$ cat src/rtl/router_pkg.sv
`default_nettype none
// ============================================================================
//  Module      : router_pkg
//  Description : Shared sizing constants and FSM state encoding for the
//                router output controller.
//  Config      : ROUTER_PARITY_EN adds the PARITY state to the encoding.
//  Revision    : 1.0  initial release
// ============================================================================
package router_pkg;

    localparam int NUM_PORTS = 16;
    localparam int DATA_W    = 8;
    localparam int LEN_W     = 6;
    localparam int IDX_W     = 4;

    typedef enum logic [2:0] {
        S_IDLE    = 3'd0,
        S_HEADER  = 3'd1,
        S_PAYLOAD = 3'd2,
`ifdef ROUTER_PARITY_EN
        S_PARITY  = 3'd3,
`endif
        S_DONE    = 3'd4
    } state_t;

endpackage : router_pkg
`default_nettype wire

$ cat src/rtl/router_onehot_enc.sv
`default_nettype none
// ============================================================================
//  Module      : router_onehot_enc
//  Description : Combinational grant encoder. Returns the index of the lowest
//                set grant bit (highest priority) and flags grants that have
//                more than one bit set.
//  Ports       : i_grant  [15:0] grant vector
//                o_idx    [3:0]  lowest set index (0 when grant is zero)
//                o_multi         more than one grant bit set
//  Revision    : 1.0  initial release
// ============================================================================
module router_onehot_enc
    import router_pkg::*;
(
    input  logic [NUM_PORTS-1:0] i_grant,
    output logic [IDX_W-1:0]     o_idx,
    output logic                 o_multi
);

    logic [NUM_PORTS-1:0] w_grant_m1;

    // Clearing the lowest set bit leaves something only if a second bit is set.
    assign w_grant_m1 = i_grant - {{(NUM_PORTS-1){1'b0}}, 1'b1};
    assign o_multi    = |(i_grant & w_grant_m1);

    // Scan high to low so the lowest set index is the last one written.
    always_comb begin
        o_idx = '0;
        for (int i = NUM_PORTS - 1; i >= 0; i--) begin
            if (i_grant[i]) begin
                o_idx = IDX_W'(i);
            end
        end
    end

endmodule : router_onehot_enc
`default_nettype wire

$ cat src/rtl/router_output_ctrl.sv
`default_nettype none
// ============================================================================
//  Module      : router_output_ctrl
//  Description : Output-port controller of a 16-input router. Locks onto the
//                arbiter's granted input, forwards one packet (header byte
//                carrying payload length N, then N payload bytes) with zero
//                cycle latency, then pulses done for the owner.
//  Config      : ROUTER_PARITY_EN appends an XOR parity byte over header and
//                payload after the payload.
//  Ports       : clk, reset_n          clock, async active-low reset
//                grant[15:0], busy     arbiter owner / busy
//                in_data[127:0]        port i byte at [8i+7:8i]
//                in_valid[15:0]        per-port valid
//                in_ready[15:0]        per-port pop (locked port only)
//                out_data[7:0]         forwarded byte
//                out_valid, out_ready  downstream handshake
//                done[15:0]            end-of-packet pulse on owner's bit
//                err_multi             non-one-hot grant seen at lock
//  Revision    : 1.0  initial release
// ============================================================================
module router_output_ctrl
    import router_pkg::*;
(
    input  logic                        clk,
    input  logic                        reset_n,
    input  logic [NUM_PORTS-1:0]        grant,
    input  logic                        busy,
    input  logic [NUM_PORTS*DATA_W-1:0] in_data,
    input  logic [NUM_PORTS-1:0]        in_valid,
    output logic [NUM_PORTS-1:0]        in_ready,
    output logic [DATA_W-1:0]           out_data,
    output logic                        out_valid,
    input  logic                        out_ready,
    output logic [NUM_PORTS-1:0]        done,
    output logic                        err_multi
);

    state_t                r_state;
    state_t                w_state_nxt;
    logic [IDX_W-1:0]      r_idx;
    logic [LEN_W-1:0]      r_cnt;
    logic                  r_err;

    logic [IDX_W-1:0]      w_enc_idx;
    logic                  w_enc_multi;
    logic [DATA_W-1:0]     w_sel_data;
    logic                  w_sel_valid;
    logic [NUM_PORTS-1:0]  w_own;
    logic                  w_xfer;

`ifdef ROUTER_PARITY_EN
    logic [DATA_W-1:0]     r_par;
`endif

    router_onehot_enc u_enc (
        .i_grant (grant),
        .o_idx   (w_enc_idx),
        .o_multi (w_enc_multi)
    );

    assign w_sel_data  = in_data[{r_idx, 3'b000} +: DATA_W];
    assign w_sel_valid = in_valid[r_idx];
    assign w_own       = {{(NUM_PORTS-1){1'b0}}, 1'b1} << r_idx;
    assign w_xfer      = out_valid & out_ready;
    assign err_multi   = r_err;

    // ------------------------------------------------------------------------
    // State register
    // ------------------------------------------------------------------------
    always_ff @(posedge clk or negedge reset_n) begin
        if (!reset_n) begin
            r_state <= S_IDLE;
        end else begin
            r_state <= w_state_nxt;
        end
    end

    // ------------------------------------------------------------------------
    // Next state and outputs
    // ------------------------------------------------------------------------
    always_comb begin
        w_state_nxt = r_state;
        out_valid   = 1'b0;
        out_data    = '0;
        in_ready    = '0;
        done        = '0;

        case (r_state)
            S_IDLE: begin
                if (busy) begin
                    w_state_nxt = S_HEADER;
                end
            end

            S_HEADER: begin
                out_valid = w_sel_valid;
                out_data  = w_sel_data;
                in_ready  = out_ready ? w_own : '0;
                if (w_xfer) begin
                    if (w_sel_data[LEN_W-1:0] != '0) begin
                        w_state_nxt = S_PAYLOAD;
                    end else begin
`ifdef ROUTER_PARITY_EN
                        w_state_nxt = S_PARITY;
`else
                        w_state_nxt = S_DONE;
`endif
                    end
                end
            end

            S_PAYLOAD: begin
                out_valid = w_sel_valid;
                out_data  = w_sel_data;
                in_ready  = out_ready ? w_own : '0;
                if (w_xfer && (r_cnt == LEN_W'(1))) begin
`ifdef ROUTER_PARITY_EN
                    w_state_nxt = S_PARITY;
`else
                    w_state_nxt = S_DONE;
`endif
                end
            end

`ifdef ROUTER_PARITY_EN
            S_PARITY: begin
                out_valid = 1'b1;
                out_data  = r_par;
                if (out_ready) begin
                    w_state_nxt = S_DONE;
                end
            end
`endif

            S_DONE: begin
                // One blank cycle lets the source drop its stale request
                // before IDLE samples busy again.
                done        = w_own;
                w_state_nxt = S_IDLE;
            end

            default: begin
                w_state_nxt = S_IDLE;
            end
        endcase
    end

    // ------------------------------------------------------------------------
    // Owner index, remaining-length counter, error pulse, parity accumulator
    // ------------------------------------------------------------------------
    always_ff @(posedge clk or negedge reset_n) begin
        if (!reset_n) begin
            r_idx <= '0;
            r_cnt <= '0;
            r_err <= 1'b0;
`ifdef ROUTER_PARITY_EN
            r_par <= '0;
`endif
        end else begin
            r_err <= 1'b0;
            case (r_state)
                S_IDLE: begin
                    if (busy) begin
                        r_idx <= w_enc_idx;
                        r_err <= w_enc_multi;
                    end
                end
                S_HEADER: begin
                    if (w_xfer) begin
                        r_cnt <= w_sel_data[LEN_W-1:0];
`ifdef ROUTER_PARITY_EN
                        r_par <= w_sel_data;
`endif
                    end
                end
                S_PAYLOAD: begin
                    if (w_xfer) begin
                        r_cnt <= r_cnt - LEN_W'(1);
`ifdef ROUTER_PARITY_EN
                        r_par <= r_par ^ w_sel_data;
`endif
                    end
                end
                S_DONE: begin
                    r_cnt <= '0;
                end
                default: begin
                end
            endcase
        end
    end

endmodule : router_output_ctrl
`default_nettype wire

$ cat config.mk
export PLATFORM = sky130hd
export DESIGN_NAME = router_output_ctrl
export DESIGN_NICKNAME = d
export VERILOG_FILES = /design/src/rtl/router_pkg.sv /design/src/rtl/router_onehot_enc.sv /design/src/rtl/router_output_ctrl.sv
export SDC_FILE = /design/constraint.sdc
export NUM_CORES = 1
export LEC_CHECK = 0
export ABC_CLOCK_PERIOD_IN_PS = 4000
export CAP_MARGIN = 0
export CORE_MARGIN = 10
export CORE_UTILIZATION = 25
export DETAILED_ROUTE_END_ITERATION = 12
export RECOVER_POWER = 25
export SYNTH_ARGS = -nofsm -noshare
export SYNTH_HDL_FRONTEND = slang
export SYNTH_HIERARCHICAL = 1
export SYNTH_SLANG_ARGS = --single-unit
$ cat constraint.sdc
create_clock -name clk -period 4 [get_ports clk]
set_clock_uncertainty 0.15 [all_clocks]
set_input_delay 1.2 -clock clk [delete_from_list [all_inputs] [get_ports clk]]
set_output_delay 1.2 -clock clk [all_outputs]
set_load 0.01 [all_outputs]
==> results.ini <==
[worst_hold_path]
hold_path_class=flip-flop to flip-flop

[cells_and_area]
nets=716
num-fill-cells=992
final_layout_size_suffix_gt1_share_pct=27.9
area_growth_pct=98.5
antenna_cells=0
final_area_um2=5530
register_area_um2=353
layout.cells.non_filler=689
multi_input_area_um2=2370

[sta]
setup_slack_ps=36.0
finalSetupViolCount=0
min_period_over_period_pct=99.1
rsz0062_at_grt=true
min_period_ps=3960
slew_viol_final=0
fmaxAchievable_mhz=252
slew_headroom_pct=56.1
tightest_slew_ps=656
hold_viol=0

[worst_setup_path]
end_kind=output pin
cp-start-kind=input port
crit_fanout=1
cp.arrival_ps=2610
worstPathRequired_ps=2650
critPathKind=input port to output pin

[pwr]
swShare_pct=41.7
p_sw_mw=1.13
internal_power_mw=1.58
leakagePower_nw=2.63
seq_power_share_pct=11.2
power_density_nw_per_um2=489
ir_drop_mv=0.215
power_frac_comb_pct=83.7
pwr-share-clk_pct=5.1

[floorplanning]
pin_count=206
core-area_um2=10900
dieHeight_um=126
rows=38
die_area_um2=15800
die_x_um=126
start_util_pct=25.6

[global_routing]
grt_pass1_vias=3800
antenna_found_initial=0
grt_max_degree=25
grt_pass1_wl_um=21200
gr-total-overflow=0
grt_use_total_pct=16.3

[synth]
syn_nets=471
synth.area.top_cells=mux4_2 21%, dfrtp_1 13%, mux4_1 8.5%, nor2_1 8.3%, mux2i_1 5.4%
ys_ff_latch=14
yosysWarnings=6
synth-async-reset-ratio_pct=100
yosysMostFrequentCell=nor2_1
synth_top_area_share_pct=21.0
synth_ff_type=dfrtp_1
ys_seq_area_share_pct=12.6
synth_area_um2=2790
syn_inst=305
yosysTopAreaCell=mux4_2
synth_edf_count=0
syn_avg_cell_area_um2=9.14
synth_common_cells=62 x nor2_1, 26 x mux4_2, 15 x mux2i_1, 15 x nand2_1, 14 x dfrtp_1
ys_types=61

[cts]
cts_buffers=3
ctsHoldBuffers=0
cts.clk_slew.worst_paths_ps=60
clk_latency_ps=240
cts_tree=built
clkSinkCount=14
clock_path_buffers=2
cts-root-buf=clkbuf_8
htree_levels=1

[route]
drt.antenna.violating_nets=0
drc=0
vias=3498
drt_iter0_drc=162
wl_um=13900
routedWlPerCell_um=20.2
viasPerCell=5.08
drtPass1Iterations=4

[job]
drv_cap=0

[outcome]
status=finished clean

[placed_design]
place.gp.congestion=0.853
dp_cells=659
dp_worst_setup_slack_ps=-740
io_buffers=205
place_area_um2=5170
dp_hpwl_um=11700

## stage by stage
step                      hold WS (ps)  util, %  total power [mW]  setup TNS, ps
after floorplan                    321        -              1.41              0
after CTS                          368     48.5              2.55           -806
after detailed placement           354     47.5              2.25          -7820
final                              366     50.8              2.71              0
after global placement             349     47.5              2.24          -7460
after global routing               393     50.8              2.90          -47.3
## state kept, by name, indices dropped and copies added (netlist names)
signal	flops
r_idx	4
r_cnt	6
r_state	3
err_multi	1
## power groups by stage
stage | combinational, mW | clock, mW | sequential, mW
detailed placement | 1.95 | 0 | 0.304
global placement | 1.94 | 0 | 0.304
global route | 2.43 | 0.146 | 0.320
floorplan | 1.18 | 0 | 0.235
finish | 2.26 | 0.138 | 0.304
CTS | 2.11 | 0.140 | 0.302
## cell type report
type / count / share of cell area (%)
tap: 140 / 3.17
multi-input combinational: 257 / 42.8
inverter: 9 / 0.611
timing repair buffer: 265 / 46.1
clock buffer: 4 / 0.995
sequential: 14 / 6.38
## logic make-up after synthesis
group	Yosys count	synth area share, %
DFF	14	12.6
and+or+nand+nor	123	21.8
xor gates and xnor gates	1	0.314
muxes	62	39.9
AOI/OAI and AO/OA	68	17.7
adders and majority gates	3	1.26
buffers and inverters	34	6.51
## critical path, cell delays in order
cell and delay [ps]:
dlygate4sd2_1 230, mux4_2 450, mux4_2 460, nor2b_1 130, buf_2 150
## worst paths after layout
path	depth (start not counted)	startpoint	end	slack, ps
max	5	in_data[95]	out_data[7]	40
min	1	r_cnt[5]$_DFFE_PN0P_	r_cnt[5]$_DFFE_PN0P_	370
max reg2reg	20	r_idx[0]$_DFFE_PN0P_	r_cnt[2]$_DFFE_PN0P_	630
min reg2reg	1	r_cnt[5]$_DFFE_PN0P_	r_cnt[5]$_DFFE_PN0P_	370
max in group asynchronous	1	reset_n	r_idx[0]$_DFFE_PN0P_	1960
min in group asynchronous	1	reset_n	r_cnt[4]$_DFFE_PN0P_	1280
## layout by cell type, fill, tap and decap left out, drive strengths merged, types with 14 or more instances in the layout
| master | n |
|---|---|
| buf | 69 |
| dlygate4sd2 | 63 |
| nor2 | 62 |
| clkdlybuf4s50 | 58 |
| dlymetal6s2s | 51 |
| mux4 | 35 |
| clkdlybuf4s15 | 18 |
| nand2 | 15 |
| mux2i | 15 |
| dfrtp | 14 |
## timing repair
| item | CTS | global route |
|---|---|---|
| setup buffers | 22 | 6 |
| resized for setup | 147 | 97 |
| pin swaps | 3 | 7 |
| setup endpoints to repair | 25 | 18 |
| cloned | 0 | 0 |
## layer usage
metal	vias to the layer above	part of all wire, %	track usage [%]
li1	1663	-	-
met5	-	0	0
met3	10	6.8	4.31
met4	0	0.94	2.71
met2	126	56	32.0
met1	1699	36	17.1
Note: power is estimated with default switching activity, not from simulation.
